--- src/rtl/bht_pkg.sv ---
// Shared types and constants for the branch history table.
// Latency: n/a (types only).
// Backpressure: n/a (types only).
package bht_pkg;

   // 2-bit saturating counter: bit 1 is the taken/not-taken prediction.
   typedef logic [1:0] bht_cnt_t;

   localparam bht_cnt_t BHT_SNT = 2'b00;
   localparam bht_cnt_t BHT_WNT = 2'b01;
   localparam bht_cnt_t BHT_WT  = 2'b10;
   localparam bht_cnt_t BHT_ST  = 2'b11;

   typedef enum logic {
      BHT_INIT,
      BHT_READY
   } bht_state_t;

endpackage

--- src/rtl/bht_sat_cnt.sv ---
// Next-state function of one 2-bit saturating branch counter.
// Latency: combinational.
// Backpressure: none; pure function of its inputs.
// Ports: i_cur  current counter value
//        i_taken resolved branch outcome
//        o_next counter value after training, clamped to SNT..ST
module bht_sat_cnt
   import bht_pkg::*;
(
   input  logic [1:0] i_cur,
   input  logic       i_taken,
   output logic [1:0] o_next
);

   always_comb begin
      o_next = i_cur;
      if (i_taken && (i_cur != BHT_ST)) begin
         o_next = i_cur + 2'd1;
      end else if (!i_taken && (i_cur != BHT_SNT)) begin
         o_next = i_cur - 2'd1;
      end
   end

endmodule

--- src/rtl/bht_predictor.sv ---
// Branch history table of 2-bit counters; predicts on fetch, trains from EX, counts mispredicts.
// Latency: lookup -> pred_valid/pred_taken 1 cycle; update -> mispredict pulse 1 cycle.
// Backpressure: none; lookups always answered, updates ignored until ready (init sweep).
// Ports: clk/rst (sync active-high); ready after the init sweep;
//        lookup_valid/lookup_pc -> pred_valid/pred_taken;
//        update_valid/update_pc/update_taken/update_pred_taken -> mispredict/mispredict_cnt.
module bht_predictor
   import bht_pkg::*;
#(
   parameter int INDEX_BITS = 6,
   parameter int CNT_W      = 32
) (
   input  logic             clk,
   input  logic             rst,
   output logic             ready,
   input  logic             lookup_valid,
   input  logic [63:0]      lookup_pc,
   output logic             pred_valid,
   output logic             pred_taken,
   input  logic             update_valid,
   input  logic [63:0]      update_pc,
   input  logic             update_taken,
   input  logic             update_pred_taken,
   output logic             mispredict,
   output logic [CNT_W-1:0] mispredict_cnt
);

   localparam int ENTRIES = 1 << INDEX_BITS;

   bht_state_t              r_state;
   bht_state_t              w_state_nxt;
   logic [INDEX_BITS-1:0]   r_init_idx;
   logic [1:0]              r_table [ENTRIES];
   logic                    r_pred_valid;
   logic                    r_pred_taken;
   logic                    r_mispredict;
   logic [CNT_W-1:0]        r_mispredict_cnt;

   logic [INDEX_BITS-1:0]   w_lkp_idx;
   logic [INDEX_BITS-1:0]   w_upd_idx;
   logic [1:0]              w_upd_cur;
   logic [1:0]              w_upd_nxt;
   logic [1:0]              w_lkp_cnt;
   logic                    w_is_ready;
   logic                    w_upd_en;
   logic                    w_mispred;
   logic                    w_wr_en;
   logic [INDEX_BITS-1:0]   w_wr_idx;
   logic [1:0]              w_wr_dat;
   logic                    w_unused_pc_bits;

   // Word-aligned PCs: bits [1:0] and everything above the index alias freely.
   assign w_lkp_idx = lookup_pc[INDEX_BITS+1:2];
   assign w_upd_idx = update_pc[INDEX_BITS+1:2];
   assign w_unused_pc_bits = ^{lookup_pc[63:INDEX_BITS+2], lookup_pc[1:0],
                               update_pc[63:INDEX_BITS+2], update_pc[1:0]};

   assign w_is_ready = (r_state == BHT_READY);
   assign w_upd_en   = w_is_ready && update_valid;
   assign w_mispred  = w_upd_en && (update_taken != update_pred_taken);
   assign w_upd_cur  = r_table[w_upd_idx];

   bht_sat_cnt u_sat_cnt (
      .i_cur   (w_upd_cur),
      .i_taken (update_taken),
      .o_next  (w_upd_nxt)
   );

   // A lookup hitting the entry being trained this cycle sees the trained value.
   assign w_lkp_cnt = (w_upd_en && (w_upd_idx == w_lkp_idx)) ? w_upd_nxt : r_table[w_lkp_idx];

   // Single table write port: owned by the init sweep, then by the update path.
   always_comb begin
      w_state_nxt = r_state;
      w_wr_en     = 1'b0;
      w_wr_idx    = r_init_idx;
      w_wr_dat    = BHT_WNT;
      case (r_state)
         BHT_INIT: begin
            w_wr_en = 1'b1;
            if (r_init_idx == {INDEX_BITS{1'b1}}) begin
               w_state_nxt = BHT_READY;
            end
         end
         BHT_READY: begin
            w_wr_en  = w_upd_en;
            w_wr_idx = w_upd_idx;
            w_wr_dat = w_upd_nxt;
         end
         default: begin
            w_state_nxt = BHT_INIT;
         end
      endcase
   end

   always_ff @(posedge clk) begin
      if (rst) begin
         r_state          <= BHT_INIT;
         r_init_idx       <= '0;
         r_pred_valid     <= 1'b0;
         r_pred_taken     <= 1'b0;
         r_mispredict     <= 1'b0;
         r_mispredict_cnt <= '0;
      end else begin
         r_state      <= w_state_nxt;
         if (r_state == BHT_INIT) begin
            r_init_idx <= r_init_idx + {{(INDEX_BITS-1){1'b0}}, 1'b1};
         end
         r_pred_valid <= lookup_valid;
         // Table contents are meaningless until the sweep completes.
         r_pred_taken <= lookup_valid && w_is_ready && w_lkp_cnt[1];
         r_mispredict <= w_mispred;
         if (w_mispred && (r_mispredict_cnt != {CNT_W{1'b1}})) begin
            r_mispredict_cnt <= r_mispredict_cnt + {{(CNT_W-1){1'b0}}, 1'b1};
         end
      end
   end

   // No reset on the table itself: the init sweep writes every entry.
   always_ff @(posedge clk) begin
      if (w_wr_en) begin
         r_table[w_wr_idx] <= w_wr_dat;
      end
   end

   assign ready          = w_is_ready;
   assign pred_valid     = r_pred_valid;
   assign pred_taken     = r_pred_taken;
   assign mispredict     = r_mispredict;
   assign mispredict_cnt = r_mispredict_cnt;

endmodule

--- config.mk ---
export PLATFORM = sky130hd
export DESIGN_NAME = bht_predictor
export DESIGN_NICKNAME = d
export VERILOG_FILES = /design/src/rtl/bht_pkg.sv /design/src/rtl/bht_sat_cnt.sv /design/src/rtl/bht_predictor.sv
export SDC_FILE = /design/constraint.sdc
export NUM_CORES = 1
export LEC_CHECK = 0
export BUFFER_PORTS_ARGS = -buffer_cell sky130_fd_sc_hd__buf_2
export CORE_MARGIN = 2
export CORE_UTILIZATION = 33
export CTS_BUF_LIST = sky130_fd_sc_hd__clkbuf_16
export CTS_CLUSTER_DIAMETER = 80
export CTS_CLUSTER_SIZE = 20
export DETAILED_ROUTE_END_ITERATION = 8
export HOLD_SLACK_MARGIN = 0.15
export PLACE_DENSITY_LB_ADDON = 0.15
export SYNTH_ARGS = -nofsm -noshare
export SYNTH_HDL_FRONTEND = slang
export SYNTH_SLANG_ARGS = --single-unit
--- constraint.sdc ---
create_clock -name clk -period 8.35 [get_ports clk]
set_input_delay 2.505 -clock clk [delete_from_list [all_inputs] [get_ports clk]]
set_output_delay 2.505 -clock clk [all_outputs]
set_load 0.01 [all_outputs]
==> results.toml <==
[synthesis]
seq_area_frac_synth_pct = 57.8
synth-edff-count = 128
synth_commonest_cells = "edfxtp_1, nor2_1, mux4_2"
synthArstFlopShare_pct = 0
synth-seq-cells = 170
synth_top_area_share_pct = 47.4
synth_top_area_cell = "edfxtp_1"
yosysMostFrequentCell = "edfxtp_1"
yosys_warnings = 0
syn_nets = 745
synthTopCellsByArea = "edfxtp_1, mux4_2, dfxtp_1"
ys_types = 52
syn_area_um2 = 8100
ys.flop_type = "edfxtp_1"
synth_area_per_cell_um2 = 13.3
postSynthCellCount = 607

[drt]
first_pass_iters = 5
antenna_left = 0
vias_per_cell = 5.31
wl_um = 20400
drtIter0Drc = 492
drc = 0
vias = 5251
avgRoutedWirePerCell_um = 20.6

[timing]
fin_crit_ps = 6370
max_slew.worst_pin.slew_ps = 1030
maxSlewViolCount = 0
hold_violations = 0
finalCritPeriodShare_pct = 76.3
setup_viol = 0
tns_ps = 0
hold_slack_ps = 509
fmax_mhz = 157
relSlewSlack_pct = 31.0
skew_ps = 13.8
grt_setup_unrepaired = "no"

[power_and_ir_drop]
power.total_uw = 1810
ir_drop_mv = 0.115
power.static_leakage_uw = 0.00311
p_per_area_nw_per_um2 = 195

[die]
num_io_pins = 170
die_height_um = 161
die_area_um2 = 25800
start_util_pct = 33.5
placementRows = 57
die_w_um = 161
core_um2 = 24200

[clock_tree]
ctsResizeCount = 0
path_clk_slew_ps = 70
root_buffer = "clkbuf_16"
cts_hold_buffers = 0
clk_latency_ps = 430
cts_max_level = 4
cts_buffer_depth = 2
cts.sinks = 170
cts_buffers = 17
cts_tree = "built"
cts_setup_buffers = 0

[setup_path]
cp.required_ps = 8540
path_class = "primary input to register"
crit_fanout = 44
critPathCaptureType = "register"
slowest_delay_ps = 560
cp_top_family = "buffers and inverters"
critPathLaunchType = "primary input"
path_cells = "buf_2 > buf_4 > mux4_2 > mux4_2 > mux2i_1 > mux2i_1 > inv_1 > ha_1 > nor3_1 > a21o_1 > and2_1 > a31o_2 > buf_4"
cp_slowest_cell = "buf_2"
crit_buf_inv = 4
r2r_slack_ps = 4410
arrival_ps = 6550

[finish]
antennaDiodeCount = 0
nets = 790
drive_gt1_share_pct = 23.5
n_fill_cell = 2287
area_growth_pct = 14.6

[global_route]
grtUsageMet2_pct = 27.1
met1_usage_pct = 20.9
grt_antenna_before_repair = 1
grt.busiest_layer = "met2"
grtUsageTotal_pct = 16.3
overflow = 0
grt_pass1_vias = 5281
grt_first_pass_wirelength_um = 31500
grt_max_degree = 65
use_met3_pct = 3.54

[min_path]
hp-class = "register to register"

[flow_run]
max_cap_violations = 0

[outcome]
status = "finished, final reports clean"

[placed_design]
dp_hpwl_um = 13700
io_buffers = 53
place_congestion = 0.795
-- sequential cells by signal, summed over array words and instances, names as in the netlist --
name	flops
mispredict	1
pred_taken	1
r_init_idx	6
mispredict_cnt	32
pred_valid	1
r_table	128
ready	1
-- cell type report --
class / count / area, µm² / share of cell area [%]
tap: 324 / 405 / 4.37
timing repair buffer: 60 / 318 / 3.42
multi-input combinational: 393 / 3240 / 34.9
clock buffer: 17 / 425 / 4.58
sequential: 170 / 4680 / 50.5
inverter: 10 / 37.5 / 0.404
clock inverter: 15 / 169 / 1.82
-- tightest hold or removal path, delay by kind of cell, from the launching register on --
kind / cells / cell delay (ps)
DFF: 1 / 330
AOI/OAI and AO/OA: 2 / 140
-- path summary, 6_finish.rpt --
kind                                  start                              to  cells after the start
max reg2reg        r_table[42][1]$_DFFE_PP_         r_table[9][1]$_DFFE_PP_                     12
max                            update_pc[2]         r_table[9][1]$_DFFE_PP_                     13
min          mispredict_cnt[9]$_SDFFE_PP0P_  mispredict_cnt[9]$_SDFFE_PP0P_                      2
min reg2reg  mispredict_cnt[9]$_SDFFE_PP0P_  mispredict_cnt[9]$_SDFFE_PP0P_                      2
-- logic make-up after synthesis --
logic type / Yosys count / share of synthesized area (%)
mux: 73 / 17.9
buf+inv: 44 / 2.24
flops: 170 / 57.8
simple gates: 225 / 13.0
xor+xnor: 32 / 3.46
fa+ha+maj: 4 / 0.618
compound gates: 59 / 4.97
-- report_power, final --
part	leakage, µW	total [µW]	internal [µW]	switching, µW
clock	0.000288	794	427	366
sequential	0.00157	904	900	3.74
combinational	0.00125	113	46.5	66.8
total	0.00311	1810	1370	437
-- through the flow --
| step | worst slack [ps] | area, µm² | util [%] | cells |
|---|---|---|---|---|
| after floorplan | 2420 | 8100 | - | 607 |
| after global placement | 1540 | 8690 | 35.9 | 957 |
| after detailed placement | 1460 | 8690 | 35.9 | 957 |
| after CTS | 1900 | 9280 | 38.4 | 989 |
| after global routing | 1610 | 9280 | 38.4 | 989 |
| final | 1980 | 9280 | 38.4 | 989 |
-- layout by cell type, fill, tap and decap left out, drive strengths merged, types with 8 or more instances in the layout --
cell / n
clkbuf: 17
nor4: 12
a21oi: 13
or3: 8
nand3: 14
nor2: 105
dfxtp: 42
nand4: 9
mux2i: 12
nand2: 38
buf: 60
mux4: 55
nor2b: 9
edfxtp: 128
xnor2: 28
inv: 17
o21ai: 11
-- layer usage --
metal  routed length [µm]  vias to the layer above
li1                     -                     2430
met1                 9010                     2660
met2                 9880                      129
met3                  890                       30
met4                  612                        2
met5                   13                        -
Note: power is estimated with default switching activity, not from simulation.
